--- src/rtl/fifo_stream_reader.sv ---
// Drains a synchronous FIFO into a valid/ready stream through a 3-entry skid buffer, flagging burst ends.
// Latency: fifo_rd_en to m_valid is 2 clocks; one word per clock sustained with m_ready held high.
// Backpressure: reads stop once buffered plus in-flight words reach 3; fifo_rd_en never looks at m_ready.
// Optional FIFO_READER_STATS_EN adds word_cnt/burst_cnt transfer counters.
module fifo_stream_reader #(
    parameter int WIDTH     = 8,
    parameter int BURST_LEN = 16,
    parameter int CNT_W     = 16
) (
    input  logic             clk,
    input  logic             rst,
    output logic             fifo_rd_en,
    input  logic [WIDTH-1:0] fifo_dout,
    input  logic             fifo_empty,
    input  logic             flush,
    output logic [WIDTH-1:0] m_data,
    output logic             m_valid,
    input  logic             m_ready,
    output logic             m_last
`ifdef FIFO_READER_STATS_EN
    ,
    output logic [31:0]      word_cnt,
    output logic [31:0]      burst_cnt
`endif
);

    localparam logic [CNT_W-1:0] LP_LAST = CNT_W'(BURST_LEN - 1);

    logic [WIDTH-1:0] r_buf [3];
    logic [1:0]       r_occ;
    logic             r_infl;
    logic [CNT_W-1:0] r_cnt;

    logic [WIDTH-1:0] w_buf_nxt [3];
    logic [1:0]       w_occ_pop;
    logic [1:0]       w_occ_nxt;
    logic [2:0]       w_pend;
    logic             w_xfer;

    assign m_valid = (r_occ != 2'd0);
    assign m_data  = r_buf[0];
    assign m_last  = m_valid && (r_cnt == LP_LAST);
    assign w_xfer  = m_valid && m_ready;
    assign w_pend  = {1'b0, r_occ} + {2'b00, r_infl};

    // rst gates the strobe so an asynchronous reset silences the FIFO before the next edge.
    assign fifo_rd_en = !rst && !fifo_empty && !flush && (w_pend < 3'd3);

    // Pop shifts toward the head; the returning word lands behind whatever survives the pop.
    always_comb begin
        w_buf_nxt = r_buf;
        w_occ_pop = r_occ - {1'b0, w_xfer};
        if (w_xfer) begin
            w_buf_nxt[0] = r_buf[1];
            w_buf_nxt[1] = r_buf[2];
        end
        if (r_infl) begin
            case (w_occ_pop)
                2'd0:    w_buf_nxt[0] = fifo_dout;
                2'd1:    w_buf_nxt[1] = fifo_dout;
                default: w_buf_nxt[2] = fifo_dout;
            endcase
        end
    end

    assign w_occ_nxt = w_occ_pop + {1'b0, r_infl};

    always_ff @(posedge clk or posedge rst) begin
        if (rst) begin
            r_buf  <= '{default: '0};
            r_occ  <= 2'd0;
            r_infl <= 1'b0;
            r_cnt  <= '0;
        end else begin
            r_infl <= fifo_rd_en;
            r_buf  <= w_buf_nxt;
            if (flush) begin
                r_occ <= 2'd0;
                r_cnt <= '0;
            end else begin
                r_occ <= w_occ_nxt;
                if (w_xfer)
                    r_cnt <= (r_cnt == LP_LAST) ? '0 : r_cnt + CNT_W'(1);
            end
        end
    end

`ifdef FIFO_READER_STATS_EN
    logic [31:0] r_word_cnt;
    logic [31:0] r_burst_cnt;

    // Statistics survive flush: a flushed transfer still reached the consumer.
    always_ff @(posedge clk or posedge rst) begin
        if (rst) begin
            r_word_cnt  <= 32'd0;
            r_burst_cnt <= 32'd0;
        end else if (w_xfer) begin
            r_word_cnt <= r_word_cnt + 32'd1;
            if (m_last)
                r_burst_cnt <= r_burst_cnt + 32'd1;
        end
    end

    assign word_cnt  = r_word_cnt;
    assign burst_cnt = r_burst_cnt;
`endif

endmodule

--- config.mk ---
export PLATFORM = sky130hd
export DESIGN_NAME = fifo_stream_reader
export DESIGN_NICKNAME = d
export VERILOG_FILES = /design/src/rtl/fifo_stream_reader.sv
export SDC_FILE = /design/constraint.sdc
export NUM_CORES = 1
export LEC_CHECK = 0
export ABC_AREA = 1
export BUFFER_PORTS_ARGS = -buffer_cell sky130_fd_sc_hd__buf_4
export CORE_AREA = 2 2 73 75
export CTS_CLUSTER_DIAMETER = 200
export CTS_CLUSTER_SIZE = 40
export DETAILED_ROUTE_END_ITERATION = 16
export DIE_AREA = 0 0 75 77
export PLACE_DENSITY = 0.68
export SYNTH_ARGS = -nofsm -noshare
export SYNTH_HDL_FRONTEND = slang
export SYNTH_SLANG_ARGS = --single-unit
export TNS_END_PERCENT = 30
--- constraint.sdc ---
create_clock -name clk -period 1.9 [get_ports clk]
set_input_delay 0.19 -clock clk [delete_from_list [all_inputs] [get_ports clk]]
set_output_delay 0.19 -clock clk [all_outputs]
set_load 0.05 [all_outputs]
==> results.txt <==
The routed layout has 2076 vias. Pin placement for this block handled 24 I/O pins. Between clock sinks in the finished design, the worst skew comes to 0.0109 ns. Yosys mapped the design onto 28 distinct sky130hd cell types. The number of CTS-inserted buffers is 5, and the leftover overflow at the end of global routing is 0. The clock net in this run drives a total of 43 sinks. Once detail routing completed, the nets flagged for antenna violations numbered 0. The fill cell total of the finished layout was 483; the width of the die was 75 um. The fraction of layout instances using a drive strength above 1 works out to 18.1%. After synthesis, the mean cell area works out to 7.42 sq um. The flow ran to the end, and the final reports show no timing, DRC or antenna violations. In this run the number of H-tree levels came out at 2. Across the VDD grid, the largest voltage drop is 0.316 mV.

Synthesis handed over a netlist of 325 instances. The wire-length estimate of the detail-placed layout is 3530 um. Sorting the synthesized cells by area gives the leading types as sky130_fd_sc_hd__dfrtp_1, sky130_fd_sc_hd__nand2_1, sky130_fd_sc_hd__nor2_1. Leaving out filler cells and counting taps, the final layout contains 419.

The number of antenna violations at the first check in global routing is 0. The Yosys step of the flow raised 0 warnings. TritonCTS built the clock tree. The tools report the overall power as 2.19 mW. The part of the power in registers is 46.8%, and the clock transition at the registers of the reported paths is 0.09 ns. The synthesis-to-layout area growth is 16.0%, and the share of the synthesized area in the top cell type is 44.6%.

For the total leakage power, the log shows 1.43 nW. For this run, the top clock speed supported by timing is 0.532 GHz. For the worst-skew pair later-pin latency, the log shows 0.30 ns. The minimum clock period is 1.88 ns, and the largest net degree at the start of global routing is 44. The share of total power dissipated in combinational logic is 20.3%. The tools report the final-stage net count as 364.

Along the worst path, the maximum fanout reaches 4. The antenna cell count is 0. Synthesis inferred 43 register bits.

The cell area after synthesis was 0.00241 sq mm. Global routing used 18.6% of the available tracks across all layers. In this run switching power makes up 30.7% of total power. The largest area contributor in the netlist is sky130_fd_sc_hd__dfrtp_1. The final routed wire length divided by cell count came out at 11.8 um.

The analysis attributes to net switching a power of 0.674 mW. The cell-internal power was 1.52 mW; the ratio of total power to cell area was 785 mW/mm^2. The post-synthesis sequential area ratio was 44.6%; the iteration count of the initial detailed-routing pass was 4.

The logs give 0.0347 ns for the worst hold slack and 0 for the detailed-route DRC error count. The tools report the global-route wire length before repair as 8390 um. The cell sitting at the root of the clock tree is a sky130_fd_sc_hd__clkbuf_8. Data arrival time of the worst path: 1.69 ns.

The number of nets in the synthesized netlist is 341. The logs give 2 for the buffer levels on the longest clock path and 0 for the cts-stage hold buffer count. Row generation in the floorplan step produced 26 rows. After detailed routing, the total wire length is 4940 um. Measured along the y axis, the die boundary spans 77 um. Summing all multi-input logic gate instances after layout gives 0.00116 sq mm. The category of the worst setup path capture point was an output pin. Of the total power, the clock network draws 32.9%.

The final clock period utilization by the worst path is 99.0%. Leaving out fill and tap cells, the most frequent cell in the layout is sky130_fd_sc_hd__nand2_1. The cell count after placement is 409. Final max-slew violation count: 0. At the worst endpoint, the required time is 1.71 ns. The region available for standard cell placement spans 0.00498 sq mm. Setup repair after global routing could not meet its margin everywhere. The number of hold-slack violations in the final timing report is 0.

The worst setup path is of the reg2out kind. The starting density of the core came out at 48.4%. STA classifies the critical path startpoint as a flop. In the layout the commonest cells are sky130_fd_sc_hd__nand2_1, sky130_fd_sc_hd__dfrtp_1, sky130_fd_sc_hd__nor2_1, sky130_fd_sc_hd__buf_4, sky130_fd_sc_hd__inv_1. The tool flagged a number of max-cap violations equal to 0. For this block, the initial DRC count from the detailed router was 110. Across the whole layout, storage elements account for 0.00108 sq mm. Setup violations remaining at the end of the flow were counted as 0. The number of global-route vias before repair came out at 1886. The routability congestion estimate from global placement was 0.843; the number of input and output port buffers inserted was 23.

Worst-margin pin slew: 0.547 ns. The worst pin sits at a relative slew slack of 63.3%. The floorplan step defined a die boundary enclosing 0.00578 sq mm.

The mean number of vias per cell works out to 4.95. The worst hold path belongs to the class in2async.
critical path, cell delays in order, from the launching register on:
cell and delay [ns]:
sky130_fd_sc_hd__dfrtp_1 0.44, sky130_fd_sc_hd__ha_4 0.18, sky130_fd_sc_hd__nand3_4 0.09, sky130_fd_sc_hd__inv_2 0.08, sky130_fd_sc_hd__nand3_2 0.08, sky130_fd_sc_hd__nor4b_4 0.32, sky130_fd_sc_hd__buf_6 0.20
final timing paths:
check | end | cells after the start | startpoint | slack (ns)
worst max-delay path | m_last | 6 | r_cnt[1] | 0.02
worst min-delay path | r_cnt[9] | 3 | rst | 0.03
worst max register to register | r_cnt[6] | 9 | r_cnt[1] | 0.26
worst min register to register | r_buf[1] | 2 | r_buf[1] | 0.49
max in group asynchronous | m_data[0] | 3 | rst | 1.50
min in group clk | r_buf[5] | 3 | fifo_dout[5] | 0.11
routing by layer:
metal	up-vias	GRT usage, %	share of wire (%)
met3	12	4.47	4.2
met4	0	5.89	1.9
met2	48	29.6	48
met5	-	0	0
li1	1061	-	-
met1	955	24.7	46
power groups by stage:
stage          clock network [mW]  registers (mW)  logic [mW]
2_1_floorplan                   0            1.03       0.380
3_3_place_gp                    0            1.04       0.442
3_5_place_dp                    0            1.04       0.446
4_1_cts                     0.744            1.03       0.447
5_1_grt                     0.789            1.04       0.490
6_report                    0.723            1.03       0.445
cell usage after synthesis, drive strengths merged:
cell      n
a21boi    1
a21oi     3
a31oi     7
buf      16
dfrtp    43
ha        3
inv      30
nand2   135
nand3    11
nand4    15
nor2     45
nor3      2
nor4      1
nor4b     1
o21ai     7
xor2      5
registers in the layout, summed over array words and instances (netlist names):
name,count
r_infl,1
r_buf,16
r_cnt,16
m_data,8
r_occ,2
final cells by class:
cell class	instances	area share (%)
Multi-Input combinational cell	236	41.4
Sequential cell	43	38.5
Timing Repair Buffer	32	8.86
Inverter	30	4.12
Tap cell	70	3.13
Clock buffer	5	2.46
Clock inverter	3	1.57
logic make-up (layout without fill, tap and decap cells):
logic type,count (synthesis),in the layout,share of synthesized area [%]
adder cells (fa/ha/maj),3,3,1.56
buffers and inverters,46,70,9.55
flip-flops,43,43,44.6
XOR/XNOR,5,5,1.82
AND/OR/NAND/NOR,210,210,38.1
AO/OA/AOI/OAI,18,18,4.36
stage by stage:
stage | instance area [sq um] | worst slack, ns | setup TNS [ns] | utilization, %
after CTS | 2730 | 0.00454 | 0 | 54.9
after global placement | 2620 | 0.301 | 0 | 52.6
after detailed placement | 2620 | 0.262 | 0 | 52.6
after floorplan | 2420 | -0.0276 | -0.0276 | -
after global routing | 2800 | -0.0558 | -0.0558 | 56.2
final | 2800 | 0.0186 | 0 | 56.2
repair_timing:
action / in CTS / in global routing
gates resized for setup: 0 / 10
endpoints found under the setup margin: 0 / 2
setup buffers: 0 / 2
Power figures use the tool's default switching activity.
